$ cat config.mk
export PLATFORM = sky130hd
export DESIGN_NAME = sipo_rx
export DESIGN_NICKNAME = d
export VERILOG_FILES = /design/src/rtl/sipo_rx.sv
export SDC_FILE = /design/constraint.sdc
export NUM_CORES = 1
export LEC_CHECK = 0
export CORE_ASPECT_RATIO = 0.7
export CORE_MARGIN = 1
export CORE_UTILIZATION = 52
export CTS_CLUSTER_SIZE = 30
export DETAILED_ROUTE_END_ITERATION = 12
export PLACE_DENSITY = 0.79
export SETUP_SLACK_MARGIN = 0.15
export SYNTH_ARGS = -nofsm -noshare
export SYNTH_HDL_FRONTEND = slang
export SYNTH_SLANG_ARGS = --single-unit
$ cat constraint.sdc
create_clock -name clk -period 2.1 [get_ports clk]
set_input_delay 0.525 -clock clk [delete_from_list [all_inputs] [get_ports clk]]
set_output_delay 0.525 -clock clk [all_outputs]
set_load 0.005 [all_outputs]
$ cat src/rtl/sipo_rx.sv
// LSB-first serial-to-parallel receiver with a 2-entry output FIFO.
// It reports truncated frames as a one-cycle frame_err pulse and dropped words through a sticky overflow flag.
module sipo_rx #(
  parameter int WIDTH = 16
) (
  input  logic             clk,
  input  logic             rst,
  input  logic             ser_in,
  input  logic             ser_en,
  input  logic             ser_start,
  output logic [WIDTH-1:0] data_out,
  output logic             data_valid,
  input  logic             data_ready,
  output logic             busy,
  output logic             frame_err,
  output logic             overflow,
  input  logic             ovf_clr
);

  localparam int CW = $clog2(WIDTH) + 1;

  typedef enum logic {
    IDLE  = 1'b0,
    SHIFT = 1'b1
  } state_t;

  state_t           state_q, state_d;
  logic [CW-1:0]    cnt_q, cnt_d;
  logic [WIDTH-1:0] sr_q, sr_d;
  logic [WIDTH-1:0] shifted;
  logic             push;
  logic             frame_err_q, frame_err_d;
  logic             overflow_q, overflow_d;

  logic [WIDTH-1:0] mem_q [2];
  logic             wr_ptr_q, rd_ptr_q;
  logic [1:0]       count_q, count_d;
  logic             pop, push_ok;

  // New bits enter at the MSB, so the first bit lands in bit 0 after WIDTH shifts.
  assign shifted = {ser_in, sr_q[WIDTH-1:1]};

  always_comb begin
    state_d     = state_q;
    cnt_d       = cnt_q;
    sr_d        = sr_q;
    push        = 1'b0;
    frame_err_d = 1'b0;
    if (ser_en) begin
      if (ser_start) begin
        frame_err_d = (state_q == SHIFT);
        sr_d        = {ser_in, {(WIDTH-1){1'b0}}};
        cnt_d       = CW'(1);
        state_d     = SHIFT;
      end else if (state_q == SHIFT) begin
        sr_d = shifted;
        if (cnt_q == CW'(WIDTH-1)) begin
          push    = 1'b1;
          cnt_d   = '0;
          state_d = IDLE;
        end else begin
          cnt_d = cnt_q + 1'b1;
        end
      end
    end
  end

  // Valid/ready: a word transfers on each rising edge where data_valid && data_ready.
  // data_out stays put while data_valid && !data_ready.
  assign pop     = data_valid && data_ready;
  assign push_ok = push && ((count_q != 2'd2) || pop);

  always_comb begin
    count_d    = count_q + {1'b0, push_ok} - {1'b0, pop};
    overflow_d = overflow_q;
    if (push && !push_ok) begin
      overflow_d = 1'b1;
    end else if (ovf_clr) begin
      overflow_d = 1'b0;
    end
  end

  always_ff @(posedge clk or posedge rst) begin
    if (rst) begin
      state_q     <= IDLE;
      cnt_q       <= '0;
      sr_q        <= '0;
      frame_err_q <= 1'b0;
      overflow_q  <= 1'b0;
      count_q     <= '0;
      wr_ptr_q    <= 1'b0;
      rd_ptr_q    <= 1'b0;
      for (int i = 0; i < 2; i++) mem_q[i] <= '0;
    end else begin
      state_q     <= state_d;
      cnt_q       <= cnt_d;
      sr_q        <= sr_d;
      frame_err_q <= frame_err_d;
      overflow_q  <= overflow_d;
      count_q     <= count_d;
      if (push_ok) begin
        mem_q[wr_ptr_q] <= shifted;
        wr_ptr_q        <= ~wr_ptr_q;
      end
      if (pop) rd_ptr_q <= ~rd_ptr_q;
    end
  end

  assign data_valid = (count_q != 2'd0);
  assign data_out   = mem_q[rd_ptr_q];
  assign busy       = (state_q == SHIFT);
  assign frame_err  = frame_err_q;
  assign overflow   = overflow_q;

endmodule

==> metrics.txt <==
antenna-violating nets left=0; GR Util met3=0.0684; met1 Use GR=0.266; Async S/R FF share, synth=1.00; run status=finished, final reports clean; met2 GRT Util=0.346; core area=4780 um2; Worst EP required=1.57 ns; GR Util All Layers=0.208; Post-synth top flop=dfrtp_1; Slew headroom=0.796; First-pass DRT Iterations=4; Max Slew Vio Count=0; DIE WIDTH=86.6 um; pre-CTS setup slack=-0.223 ns; fin crit share=0.958; CP max stage cell=dfrtp_1; count of input and output buffers=26; DR DRC count=0; nets=235; WL/cell=17.2 um; largest cells by area after synthesis=dfrtp_1, mux2_2, mux2_4, a22o_1, ha_1; initial antenna violation count=0; post-DP HPWL=3.16 mm; synthesized area=2600 um2; worst setup margin=0.0884 ns; area grow syn2layout=25.8%; vias per cell=5.38; top cell type's share of synthesized area=0.567; most common cell in the netlist=dfrtp_1; Yosys warnings=0; Final Setup Violations=0; Design Power=2750 uW; clk sinks=59; clock tree buffer depth=2; top cell type by total area after synthesis=dfrtp_1; post-synth cell types=36; Synth Area per Inst=15.0 um2; Starting Density=0.544; num rows=21; ant diodes=0; Die Area=5300 um2; CTS tree=built; critical path fanouts, max=5; leak pwr=0.00167 uW; vias in the first global route=1568; largest net degree at the start of global routing=60; ratio of cells with drive above 1 in the final layout=0.491; pwr/cell area=842 nW/um2; Max Cap Viol=0; root buffer cell=clkbuf_8; CP Data Arrival Time=1.49 ns; Max Fclk=497 MHz; CP endpoint kind=output pin; Die H=61.2 um; GR Overflow Total=0; TritonCTS buffer count=9; Yosys reg bits=59; RSZ-0062 raised after global routing=yes; IO Pins=27; clock slew at reported path FFs=0.06 ns; Largest stage delay, worst path=0.37 ns; CP most frequent cell=buf_6; GRT Max-Usage Layer=met2; hold slack=0.493 ns; Synth Net Count=183; EDFF count, synth=0; gpl congestion=0.715; global-route wire length before repair=7.94 mm; Total Wirelength=5.08 mm; Max IR drop VDD=0.702 mV; HP Class=reg -> reg; Hold Buf Count CTS=0; Least-Margin Pin Slew=0.304 ns; # H-tree levels=3; worst skew pair latency=0.32 ns; Hold Vio Cnt, Final=0; fin crit period=2.01 ns; WS Path Type=reg -> out; Mapped Cells=173; post-synthesis sequential area ratio=0.567; DRT iter0 DRCs=65; Commonest cells post-synth=dfrtp_1, mux2_2, a22o_1; critical-path cell list=buf_6 > buf_6 > buf_6 > mux2_2 > buf_2; via count=1586; Critical Path Start Type=register; Clock Skews=0.00783 ns
[final cells by class]
cell class,instances,area (um2)
fill,326,1510
sequential,59,1480
timing repair buffer,50,448
inverter,4,18.8
tap,69,86.3
multi-input combinational,101,1090
clock buffer,12,155
[flip-flops by register name, indices dropped and copies added, names as in the netlist, 2 cells and up]
register / flops
mem_q: 32
sr_q: 15
cnt_q: 5
count_q: 2
[cells in the final DEF, fill, tap and decap left out, drive strengths merged, types with 2 or more instances in the layout]
cell           Yosys  final
a22o              15     15
a41oi              2      2
buf                7     33
clkbuf             2     18
clkdlybuf4s50      0      7
dfrtp             59     59
dlygate4sd2        0      2
ha                 3      3
inv                4      3
mux2              49     49
nand2              2      2
nand3              3      3
nand4b             2      2
nor2               2      2
o21a               2      2
o21ai              5      5
xnor2              3      3
[path summary, 6_finish.rpt]
check	from	end	slack, ns	cells after the start
max in group asynchronous	rst	sr_q[15]	1.22	3
max	rd_ptr_q	data_out[13]	0.09	5
min	mem_q[9]	mem_q[9]	0.49	1
max reg2reg	cnt_q[1]	mem_q[29]	0.24	6
min reg2reg	mem_q[9]	mem_q[9]	0.49	1
min in group asynchronous	rst	sr_q[1]	0.63	3
[through the flow]
| stage | area (um2) | utilization | setup TNS (ns) | instances |
|---|---|---|---|---|
| 2_1_floorplan | 2610 | - | 0 | 173 |
| 3_3_place_gp | 3030 | 0.634 | -2.65 | 273 |
| 3_5_place_dp | 3030 | 0.634 | -3.62 | 273 |
| 4_1_cts | 3240 | 0.677 | 0 | 294 |
| 5_1_grt | 3270 | 0.684 | 0 | 295 |
| 6_report | 3270 | 0.684 | 0 | 295 |
[kinds of logic after synthesis]
logic type / share of synthesized area
AND/OR/NAND/NOR: 0.0673
XOR/XNOR: 0.0135
buffers and inverters: 0.0308
multiplexers: 0.226
flip-flops: 0.567
adder cells (fa/ha/maj): 0.0144
AO/OA/AOI/OAI: 0.0803
[report_power, final]
| group | switching [uW] | internal, uW |
|---|---|---|
| registers | 61.6 | 1200 |
| clock network | 382 | 467 |
| logic | 264 | 381 |
[layer usage]
layer | vias up | wire, um
li1 | 738 | -
met1 | 811 | 2360
met4 | 0 | 34
met2 | 33 | 2500
met3 | 4 | 184
met5 | - | 0
[repair_timing]
action,CTS,global route
setup buffers,9,1
gates resized for setup,56,23
endpoints found under the setup margin,19,16
pin swaps,0,3
hold endpoints to repair,0,0
[worst max-delay path, delay by kind of cell, from the launching register on]
| kind | cells | cell delay [ns] |
|---|---|---|
| buffers and inverters | 4 | 0.47 |
| DFF | 1 | 0.37 |
| muxes | 1 | 0.31 |
No activity file was read; power rests on OpenSTA's default activity.
